===== config.mk =====
export PLATFORM = sky130hd
export DESIGN_NAME = fetch_sequencer
export DESIGN_NICKNAME = d
export VERILOG_FILES = /design/src/rtl/fetch_sequencer_pkg.sv /design/src/rtl/fetch_sequencer_operand_length.sv /design/src/rtl/fetch_sequencer.sv
export SDC_FILE = /design/constraint.sdc
export NUM_CORES = 1
export LEC_CHECK = 0
export CORE_ASPECT_RATIO = 0.6
export CORE_UTILIZATION = 30
export CTS_BUF_LIST = sky130_fd_sc_hd__clkbuf_2
export CTS_CLUSTER_DIAMETER = 60
export DETAILED_ROUTE_END_ITERATION = 8
export GPL_TIMING_DRIVEN = 1
export PLACE_DENSITY = 0.53
export REMOVE_ABC_BUFFERS = 1
export SYNTH_ARGS = -nofsm -noshare
export SYNTH_HDL_FRONTEND = slang
export SYNTH_HIERARCHICAL = 1
export SYNTH_SLANG_ARGS = --single-unit

===== constraint.sdc =====
create_clock -name clk -period 2.3 [get_ports clk]
set_input_delay 0.46 -clock clk [delete_from_list [all_inputs] [get_ports clk]]
set_output_delay 0.46 -clock clk [all_outputs]
set_load 0.01 [all_outputs]

===== src/rtl/fetch_sequencer_pkg.sv =====
// Shared types and constants for the instruction fetch sequencer and its helpers.
package fetch_sequencer_pkg;

  localparam int unsigned FS_REG_WIDTH   = 8;
  localparam int unsigned FS_ADDR_WIDTH  = 16;
  localparam int unsigned FS_STATE_WIDTH = 4;
  localparam int unsigned FS_CNT_WIDTH   = 2;

  localparam logic [FS_ADDR_WIDTH-1:0] FS_RESET_VECTOR = 16'hFFFC;

  localparam logic [FS_CNT_WIDTH-1:0] OPCNT_0 = 2'd0;
  localparam logic [FS_CNT_WIDTH-1:0] OPCNT_1 = 2'd1;
  localparam logic [FS_CNT_WIDTH-1:0] OPCNT_2 = 2'd2;

  typedef enum logic [FS_STATE_WIDTH-1:0] {
    FS_VEC_LO_ISS = 4'd0,
    FS_VEC_LO_CAP = 4'd1,
    FS_VEC_HI_ISS = 4'd2,
    FS_VEC_HI_CAP = 4'd3,
    FS_OP_ISS     = 4'd4,
    FS_OP_CAP     = 4'd5,
    FS_ARG_ISS    = 4'd6,
    FS_ARG_CAP    = 4'd7,
    FS_READY      = 4'd8,
    FS_WAIT       = 4'd9
  } fs_state_e;

endpackage


===== src/rtl/fetch_sequencer_operand_length.sv =====
// Number of operand bytes (0-2) that follow a given opcode byte.
module fetch_sequencer_operand_length
  import fetch_sequencer_pkg::*;
(
  input  logic [FS_REG_WIDTH-1:0] opcode,
  output logic [FS_CNT_WIDTH-1:0] length_c
);

  logic [2:0] bbb;
  assign bbb = opcode[4:2];

  always_comb begin
    length_c = OPCNT_0;
    case (opcode[1:0])
      2'b01: begin
        if (bbb == 3'b011 || bbb == 3'b110 || bbb == 3'b111) length_c = OPCNT_2;
        else                                                  length_c = OPCNT_1;
      end
      2'b10: begin
        if (bbb == 3'b011 || bbb == 3'b111)                      length_c = OPCNT_2;
        else if (bbb == 3'b000 || bbb == 3'b001 || bbb == 3'b101) length_c = OPCNT_1;
        else                                                      length_c = OPCNT_0;
      end
      2'b00: begin
        // Row 000 mixes jump-to-subroutine, implied and immediate forms
        if (bbb == 3'b000) begin
          if (opcode == 8'h20)                                          length_c = OPCNT_2;
          else if (opcode == 8'h00 || opcode == 8'h40 || opcode == 8'h60) length_c = OPCNT_0;
          else                                                           length_c = OPCNT_1;
        end else if (bbb == 3'b011 || bbb == 3'b111) begin
          length_c = OPCNT_2;
        end else if (bbb == 3'b010 || bbb == 3'b110) begin
          length_c = OPCNT_0;
        end else begin
          length_c = OPCNT_1;
        end
      end
      default: length_c = OPCNT_0;
    endcase
  end

endmodule


===== src/rtl/fetch_sequencer.sv =====
// Fetches the reset vector, then each opcode and its operands, and hands the
// complete instruction to the decoder with a one-cycle ready pulse.
module fetch_sequencer
  import fetch_sequencer_pkg::*;
#(
  parameter int unsigned            REG_WIDTH    = FS_REG_WIDTH,
  parameter int unsigned            ADDR_WIDTH   = FS_ADDR_WIDTH,
  parameter logic [ADDR_WIDTH-1:0]  RESET_VECTOR = ADDR_WIDTH'(FS_RESET_VECTOR)
) (
  input  logic                    clk,
  input  logic                    reset,
  input  logic [REG_WIDTH-1:0]    mem_data_in,
  input  logic                    get_next,
  input  logic                    pc_load,
  input  logic [ADDR_WIDTH-1:0]   pc_load_value,
  output logic [ADDR_WIDTH-1:0]   mem_addr,
  output logic                    read_write,
  output logic [REG_WIDTH-1:0]    instruction_out,
  output logic [REG_WIDTH-1:0]    operand_lo,
  output logic [REG_WIDTH-1:0]    operand_hi,
  output logic [1:0]              operand_count,
  output logic [ADDR_WIDTH-1:0]   pc_out,
  output logic                    instruction_ready,
  output logic                    busy
);

  fs_state_e             state;
  logic [ADDR_WIDTH-1:0] pc;
  logic [1:0]            remaining;
  logic [1:0]            opcode_len_c;
  logic [1:0]            count_inc_c;
  logic [ADDR_WIDTH-1:0] pc_inc_c;
  logic [ADDR_WIDTH-1:0] vec_pc_c;
  logic [ADDR_WIDTH-1:0] wait_pc_c;

  fetch_sequencer_operand_length u_operand_length (
    .opcode   (FS_REG_WIDTH'(mem_data_in)),
    .length_c (opcode_len_c)
  );

  assign pc_inc_c    = pc + ADDR_WIDTH'(1);
  assign count_inc_c = operand_count + 2'd1;
  assign vec_pc_c    = ADDR_WIDTH'({mem_data_in, pc[REG_WIDTH-1:0]});
  assign wait_pc_c   = pc_load ? pc_load_value : pc;

  // Registered outputs are set on the transition into the state that owns them,
  // so mem_addr is already stable during every *_ISS cycle.
  always_ff @(posedge clk) begin
    if (reset) begin
      state             <= FS_VEC_LO_ISS;
      mem_addr          <= RESET_VECTOR;
      read_write        <= 1'b1;
      instruction_out   <= '0;
      operand_lo        <= '0;
      operand_hi        <= '0;
      operand_count     <= OPCNT_0;
      pc_out            <= '0;
      pc                <= '0;
      remaining         <= OPCNT_0;
      instruction_ready <= 1'b0;
      busy              <= 1'b1;
    end else begin
      read_write <= 1'b1;
      case (state)
        FS_VEC_LO_ISS: state <= FS_VEC_LO_CAP;
        FS_VEC_LO_CAP: begin
          pc[REG_WIDTH-1:0] <= mem_data_in;
          mem_addr          <= RESET_VECTOR + ADDR_WIDTH'(1);
          state             <= FS_VEC_HI_ISS;
        end
        FS_VEC_HI_ISS: state <= FS_VEC_HI_CAP;
        FS_VEC_HI_CAP: begin
          pc            <= vec_pc_c;
          mem_addr      <= vec_pc_c;
          pc_out        <= vec_pc_c;
          operand_lo    <= '0;
          operand_hi    <= '0;
          operand_count <= OPCNT_0;
          state         <= FS_OP_ISS;
        end
        FS_OP_ISS: state <= FS_OP_CAP;
        FS_OP_CAP: begin
          instruction_out <= mem_data_in;
          pc              <= pc_inc_c;
          remaining       <= opcode_len_c;
          if (opcode_len_c == OPCNT_0) begin
            instruction_ready <= 1'b1;
            state             <= FS_READY;
          end else begin
            mem_addr <= pc_inc_c;
            state    <= FS_ARG_ISS;
          end
        end
        FS_ARG_ISS: state <= FS_ARG_CAP;
        FS_ARG_CAP: begin
          if (operand_count == OPCNT_0) operand_lo <= mem_data_in;
          else                          operand_hi <= mem_data_in;
          operand_count <= count_inc_c;
          pc            <= pc_inc_c;
          if (count_inc_c == remaining) begin
            instruction_ready <= 1'b1;
            state             <= FS_READY;
          end else begin
            mem_addr <= pc_inc_c;
            state    <= FS_ARG_ISS;
          end
        end
        FS_READY: begin
          instruction_ready <= 1'b0;
          busy              <= 1'b0;
          state             <= FS_WAIT;
        end
        FS_WAIT: begin
          if (get_next) begin
            pc            <= wait_pc_c;
            mem_addr      <= wait_pc_c;
            pc_out        <= wait_pc_c;
            operand_lo    <= '0;
            operand_hi    <= '0;
            operand_count <= OPCNT_0;
            busy          <= 1'b1;
            state         <= FS_OP_ISS;
          end
        end
        default: begin
          mem_addr <= RESET_VECTOR;
          busy     <= 1'b1;
          state    <= FS_VEC_LO_ISS;
        end
      endcase
    end
  end

endmodule


==> results.md, run 1 <==
- After synthesis, the share of flip-flops with an asynchronous set or reset is 0%.
- Final hold analysis gives a worst-case slack of approximately 0.29 ns.
- The number of instances in the synthesized netlist is around 550.
- The met1 global-route usage is between 30% and 40%.
- The congestion estimate from routability-driven global placement came to 0.878.
- The type of the worst setup path is in -> reg.
- Measured along the x axis, the die boundary spans between 150 and 200 µm.
- For this run the aggregate overflow at the end of global routing stands at 0.
- The sink of the worst hold path is instruction_out[2].
- The number of nets in the layout is a little under 700.
- The cell count after placement is 830.
- Power comes to between 0.003 and 0.004 W.
- Synthesis inferred 82 register bits.
- The highest clock frequency the design can meet is between 400 and 500 MHz.
- The final HPWL from detailed placement is ~11000 µm.
- For the final database, setup skew stands at 0.0299 ns.
- The number of global-route vias before repair is 4212.
- The aggregate routed wire length is 15100 µm.
- The headroom to the max-slew limit is 52.9%.
- The commonest cells after synthesis are dfxtp_1 (82), nor2_1 (72), nand2_1 (71).
- The number of buffers on the longest clock path is 2.
- The detailed-route wire length per cell is roughly 18 µm.
- Summing all flip-flop and latch instances after layout gives between 1500 and 2000 µm².
- The later pin in the worst-skew pair is clocked with a latency of 0.57 ns.
- The share of post-route cells with drive strength above 1 is between 10% and 20%.
- The largest vdd supply drop is about 0.22 mV.
- Global routing used around a fifth of the available tracks across all layers.
- The most used flip-flop cell after synthesis is dfxtp_1.
- Dividing total power by cell area gives a power density of between 500 and 600 nW/µm².
- The startpoint of the worst register-to-register path is operand_count[0].
- The final number of hold-violating endpoints is 0.
- Summing all multi-input logic gate instances after layout gives 2390 µm².
- The cell taking the most area after synthesis is dfxtp_1.
- Post-CTS timing repair inserted 0 buffers for setup.
- The worst-case setup slack after placement is -0.506 ns.
- The initial antenna violation count is 1.
- In this run the vertical extent of the chip is roughly 94 µm.
- The type of the worst min-delay path is in -> reg.
- The flow ran to the end, and the final reports show no timing, DRC or antenna violations.
- The smallest setup slack after layout is 0.129 ns.
- The share of total power dissipated in sequential elements is about 52%.
- The count of nets left with antenna violations once routing finished came out at 0.
- Along the worst path, the maximum fanout reaches 5.
- The combinational fraction of design power is approximately 18%.
- The number of top-level design ports is a little under 90.
- The TritonCTS clock tree is yes.
- The first global-routing pass estimated 23800 µm of wire.
- Sorting the synthesized cells by area gives the leading types as dfxtp_1 (38%), a21oi_1 (7.9%), nor2_1 (6.3%).
- For this design the total switching power over the nets is between 0.0009 and 0.001 W.
- The starting utilization of the core area is between 30% and 40%.
- The worst-case register-to-register setup slack is roughly 0.16 ns.
- The required time reported for the critical path endpoint is approximately 2.8 ns.
- After layout, the minimum clock period comes to approximately 2.2 ns.
- The cell with the most instances after synthesis is dfxtp_1.
- The initial DRC count is 440.
- Entering global routing, the biggest net connects 48 pins.
- In the routed design, unresolved DRC markers number 0.
- The clock net in this run drives a total of 82 sinks.
- The average cell area after synthesis is roughly 7.8 µm².
- In this run, post-CTS hold repair placed 0 buffers.
- The clock network accounts for between 30% and 40% of the total power.
- The netlist uses 73 different library cells.
- The filler cell count in the final layout is around 1.4k.
- The worst hold path was traced through 3 stages.
- Setup repair after global routing left no endpoint under its margin.
- The region available for standard cell placement spans roughly 14000 µm².
- The average via count per standard cell is ~5.3.
- The first TritonRoute pass finished after 5 iterations.
- The area growth from synthesis to final layout is 34.0%.
- The core occupancy in the finished layout is about two fifths.
- The worst hold path begins at mem_data_in[2].
- The proportion of netlist area held by the largest area contributor is between 30% and 40%.
- After clock tree synthesis, the clock-pin slew on the worst setup and hold paths is roughly 0.25 ns.
- The netlist area before placement is 4270 µm².
- Dividing the final minimum period by the clock period gives 94.4%.
- For the pin with the worst max-slew slack, the measured transition is between 0.7 and 0.8 ns.
- The H-tree was split into 3 levels.
- The kind of end point of the critical path is a flop.
- The most congested layer reported by global routing is met1.
- The cell at the root of the clock tree is clkbuf_2.
- The worst register-to-register path has a depth of 8.
- The worst register-to-register path ends at mem_addr[1].
- The launching element type of the critical path is an input port.
- The final number of setup-violating endpoints is 0.
- Net switching is roughly 30% of the power.
- In this run the tool buffered the top-level ports with just under 90 buffer cells.
- Yosys mapped a number of flops with a built-in enable equal to 0.
- The internal power of the cells totals roughly 0.0021 W.
- The die covers around 15000 µm².
- The number of warnings issued by yosys is 6.
- Global routing consumed, on the met3 layer, between 6 and 7% of the routing resources.
- The share of the Yosys chip area taken by registers is roughly two fifths.
- The number of maximum-capacitance constraint violations is 0.
- The count of final max-slew check failures is 0.
- The leakage power of the design is approximately 2.1 nW.
- The count of cells in the finished layout, fillers not included, comes to 848.
- Detailed routing inserted a total of approximately 4.5k vias.
- For this run, global-route usage on met2 was measured as between 20% and 30%.
- The floorplan has 33 rows.
- Clock tree synthesis inserted a total of 9 buffers.
- Data on the critical path arrives at its endpoint at 2.69 ns.
-- power by group through the flow --
| stage | sequential (W) | combinational (W) | clock [W] |
|---|---|---|---|
| 2_1_floorplan | 0.00159 | 0.000214 | 0 |
| 3_3_place_gp | 0.00158 | 0.000532 | 0 |
| 3_5_place_dp | 0.00158 | 0.000539 | 0 |
| 4_1_cts | 0.00156 | 0.000542 | 0.000929 |
| 5_1_grt | 0.00157 | 0.000593 | 0.000985 |
| 6_report | 0.00156 | 0.000547 | 0.000909 |
-- area by class of cell --
type / count / share of cell area [%]
inverters: 9 / 0.591
repair buffers: 138 / 22.2
clock inverters: 7 / 1.62
multi-input cells: 409 / 41.8
well taps: 192 / 4.20
clock buffers: 9 / 0.788
diodes: 2 / 0.0875
flip-flops and latches: 82 / 28.7
-- worst max-delay path, stage by stage --
cell and delay [ns]:
clkdlybuf4s50_1 0.52, nor4_4 0.34, nand3_1 0.11, a21oi_1 0.22, nor3_1 0.12, or2_0 0.23, buf_4 0.17, or3_1 0.37
a21oi_1 0.15
-- kinds of logic after synthesis --
kind of cell / Yosys count / synth area share (%)
DFF: 82 / 38.5
and+or+nand+nor: 212 / 23.9
AOI/OAI and AO/OA: 173 / 26.4
adders and majority gates: 2 / 0.586
buffers and inverters: 54 / 5.80
other: 1 / 0.0879
muxes: 13 / 3.17
xor gates and xnor gates: 8 / 1.64
-- worst max path at each step --
stage / slack, ns / endpoint / start / depth (start not counted)
after CTS: 0.12 / mem_addr[10] / operand_count[0] / 8
after global routing: 0.01 / mem_addr[1] / operand_count[0] / 8
after detailed placement: -0.51 / mem_addr[2] / mem_data_in[2] / 10
final: 0.13 / mem_addr[1] / mem_data_in[1] / 9
after floorplan: -0.53 / pc_out[2] / state[0] / 4
after global placement: -0.44 / mem_addr[2] / mem_data_in[2] / 10
-- registers in the layout, summed over array words and instances (netlist names) --
signal,cells
operand_hi,8
mem_addr,16
remaining,2
pc_out,16
state,4
pc,16
instruction_ready,1
operand_count,2
instruction_out,8
operand_lo,8
busy,1
-- per-stage QoR --
step	cell area, µm²	setup TNS [ns]
floorplan	4050	-10.30
global placement	5570	-6.95
detailed placement	5570	-7.65
CTS	5700	0
global route	5710	0
finish	5720	0
-- per-layer routing --
layer	share of wire [%]	up-vias
met3	9.1	9
met1	52	2101
met2	38	177
li1	-	2165
met5	0	-
met4	0.52	0
-- cell usage in the layout (no fill, tap or decap), drive strengths merged, types with 3 or more instances in the layout --
cell,instances
a2bb2oi,6
or3,3
xor2,5
nand4,5
clkbuf,9
a41oi,4
and2,6
a21o,5
inv,10
nor4,4
nor3,8
nor2b,4
o221a,4
nor2,73
a31oi,8
nand2,71
a21oi,68
clkinv,3
clkdlybuf4s50,85
or2,3
mux2,4
a211oi,8
nand2b,5
o22a,4
o21ai,31
a22oi,3
a311oi,4
nand3,12
dfxtp,82
o22ai,3
o32a,4
buf,51
and3,3
xnor2,3
mux2i,9
-- repair_timing --
action | in CTS | in global routing
resized for setup | 0 | 3
endpoints found under the hold margin | 0 | 0
endpoints found under the setup margin | 0 | 9
No activity file was read; power rests on OpenSTA's default activity.
==> inputs of run 2 (changes only) <==
--- a/config.mk
+++ b/config.mk
@@ -6,12 +6,12 @@
 export NUM_CORES = 1
 export LEC_CHECK = 0
 export CORE_ASPECT_RATIO = 0.6
-export CORE_UTILIZATION = 30
+export CORE_UTILIZATION = 53
 export CTS_BUF_LIST = sky130_fd_sc_hd__clkbuf_2
 export CTS_CLUSTER_DIAMETER = 60
 export DETAILED_ROUTE_END_ITERATION = 8
 export GPL_TIMING_DRIVEN = 1
-export PLACE_DENSITY = 0.53
+export PLACE_DENSITY = 0.83
 export REMOVE_ABC_BUFFERS = 1
 export SYNTH_ARGS = -nofsm -noshare
 export SYNTH_HDL_FRONTEND = slang
==> run 2 against run 1 <==
Effect of this change: combinational power up 1%; final cell count decreased by 10%; utilization rose by 33 points; hold slack improved by 0.19 ns; sequential share of layout area is 0.49 points higher.
==> results.md, run 2 (same netlist as run 1, synthesis figures left out) <==
- The transition at the pin with the smallest max-transition slack came to 0.765 ns (was 0.700 ns).
- The worst setup skew after layout is 0.0230 ns (was 0.0299 ns).
- The type of the worst min-delay path is reg -> reg (was in -> reg).
- The detailed-route wire length per cell is 18.5 µm (was 17.8 µm).
- The capture point of the worst reg-to-reg path is pc[3] (was mem_addr[1]).
- The startpoint of the worst register-to-register path is state[0] (was operand_count[0]).
- The antenna diode instance count was 0 (was 2).
- The number of core rows is 24 (was 33).
- Leading registers by flop count: mem_addr x16, pc x16, pc_out x16 (unchanged).
- The leftover overflow at the end of global routing is 0 (unchanged).
- The type of the worst setup path is reg -> reg (was in -> reg).
- The number of top-level design ports is 89 (unchanged).
- The number of CTS-inserted buffers is 9 (unchanged).
- The clock latency on the worst-skew pair is 0.56 ns (was 0.57 ns).
- The number of maximum-capacitance constraint violations is 0 (unchanged).
- The core outline area is 7540 µm² (was 13700 µm²).
- The first-pass GRT wire length is 22100 µm (was 23800 µm).
- The hold path startpoint is instruction_out[5] (was mem_data_in[2]).
- The total power per unit cell area came to 527 nW/µm² (was 528 nW/µm²).
- The leakage power of the design is 2.11 nW (was 2.10 nW).
- The count of hold-fix buffers inserted at cts came to 0 (unchanged).
- The area growth from synthesis to final layout is 31.8% (was 34.0%).
- The count of cells along the worst hold path was 2 (was 3).
- The sink of the worst hold path is instruction_out[5] (was instruction_out[2]).
- The share of post-route cells with drive strength above 1 is 13.9% (was 13.8%).
- The number of global-route vias before repair is 4153 (was 4212).
- The commonest non-fill, non-tap cell in the layout is clkdlybuf4s50_1 (unchanged).
- The initial DRC count was 576 (was 440).
- The number of buffers on the longest clock path came to 2 (unchanged).
- The required time reported for the critical path endpoint is 2.81 ns (was 2.82 ns).
- The die outline area came to 8430 µm² (was 14700 µm²).
- The maximum number of pins on one net before global-route repair was 48 (unchanged).
- The post-detailed-placement cell area is 5500 µm² (was 5570 µm²).
- The height of the die was 71.5 µm (was 94.4 µm).
- The data arrival time of the critical path is 2.74 ns (was 2.69 ns).
- The clock edge transition at the registers on the reported setup and hold paths is 0.20 ns (was 0.25 ns).
- The number of buffers inserted by port buffering was 87 (unchanged).
- The highest clock frequency the design can meet is 448 MHz (was 461 MHz).
- The headroom to the max-slew limit came to 48.4% (was 52.9%).
- The final number of setup-violating endpoints came to 0 (unchanged).
- The TritonCTS clock tree was yes (unchanged).
- The biggest fanout along the worst timing path came to 12 (was 5).
- The starting utilization of the core area is 56.6% (was 31.0%).
- The post-CTS setup buffer count is 0 (unchanged).
- The overall global routing resource usage came to 34.0% (was 21.3%).
- The kind of end point of the critical path is a flop (unchanged).
- The via count is 4608 (was 4452).
- The area of all placed cells without fillers is 5620 µm² (was 5720 µm²).
- Status: finished, final reports clean (unchanged).
- The worst-case hold slack is 0.473 ns (was 0.286 ns).
- Most frequent cells in the layout: clkdlybuf4s50_1 (87), dfxtp_1 (82), nor2_1 (72), nand2_1 (71), a21oi_1 (67) (was clkdlybuf4s50_1 (85), dfxtp_1 (82), nor2_1 (72), nand2_1 (71), a21oi_1 (67)).
- The global placement routability congestion is 0.933 (was 0.878).
- The count of nets left with antenna violations after detail routing came to 0 (unchanged).
- The number of search-and-repair iterations in the first detailed-routing pass is 5 (unchanged).
- The final number of hold-violating endpoints is 0 (unchanged).
- The average via count per standard cell came to 6.07 (was 5.25).
- The cell at the root of the clock tree is clkbuf_2 (unchanged).
- The number of gates resized after cts is 0 (unchanged).
- The cell count after placement is 744 (was 830).
- The number of nets in the layout is 681 (was 679).
- The filler cell count in the final layout is 573 (was 1407).
- The launching element type of the critical path is a flop (was input port).
- The largest vdd supply drop is 0.343 mV (was 0.217 mV).
- The sink count of the clock tree is 82 (unchanged).
- The final HPWL from detailed placement came to 10100 µm (was 11100 µm).
- The H-tree depth is 3 (unchanged).
- The initial antenna violation count is 0 (was 1).
- The aggregate routed wire length was 14000 µm (was 15100 µm).
- The number of cell instances on the worst register-to-register path is 5 (was 8).
- The time the worst path needs with I/O delays and setup is 2.23 ns (was 2.17 ns).
- The share of the cycle needed by the critical path after routing is 97.1% (was 94.4%).
- The count of final max-slew check failures is 0 (unchanged).
- The final routed DRC violation total is 0 (unchanged).
- The width of the die is 118 µm (was 156 µm).
- The count of non-filler cells in the finished layout is 759 (was 848).
- The worst-case register-to-register setup slack is 0.07 ns (was 0.16 ns).
run 2: area by class of cell:
cell class | instances | area, µm² | share of cell area [%]
multi-input cells | 409 | 2390 | 42.5
flip-flops and latches | 82 | 1640 | 29.2
repair buffers | 140 | 1310 | 23.2
well taps | 104 | 130 | 2.31
clock inverters | 4 | 67.6 | 1.20
clock buffers | 11 | 55.1 | 0.979
inverters | 9 | 33.8 | 0.601
run 2: worst max path at each step:
| stage | from | end | slack (ns) | depth (start not counted) |
|---|---|---|---|---|
| floorplan | state[0] | pc_out[2] | -0.53 | 4 |
| global placement | mem_data_in[4] | mem_addr[11] | -0.42 | 9 |
| detailed placement | mem_data_in[4] | mem_addr[13] | -0.51 | 9 |
| CTS | mem_data_in[4] | mem_addr[13] | 0.09 | 9 |
| global route | mem_data_in[4] | mem_addr[1] | -0.002 | 9 |
| finish | state[0] | pc[3] | 0.07 | 5 |
run 2: through the flow:
stage / utilization, % / setup slack (ns) / TNS, ns / total power [W]
after floorplan: - / -0.533 / -10.30 / 0.00180
after global placement: 72.9 / -0.424 / -6.72 / 0.00211
after detailed placement: 72.9 / -0.508 / -8.37 / 0.00212
after CTS: 74.6 / 0.0938 / 0 / 0.00296
after global routing: 74.6 / -0.00215 / -0.00215 / 0.00307
final: 74.6 / 0.0665 / 0 / 0.00297
run 2: where the power goes:
part / internal [W] / switching (W)
Combinational: 0.000275 / 0.000280
Sequential: 0.00148 / 0.0000741
Clock: 0.000356 / 0.000497
run 2: worst max-delay path, stage by stage, from the launching register on:
cell and delay, ns:
dfxtp_1 0.56, buf_4 0.21, nand3b_1 0.16, buf_4 0.25, o311ai_0 0.69, o221a_2 0.32
run 2: routing by layer:
| metal | up-vias | share of wire (%) | track usage (%) |
|---|---|---|---|
| li1 | 2164 | - | - |
| met1 | 2097 | 46 | 49.9 |
| met2 | 329 | 40 | 47.5 |
| met3 | 18 | 13 | 9.87 |
| met4 | 0 | 1.0 | 10.7 |
| met5 | - | 0 | 0 |
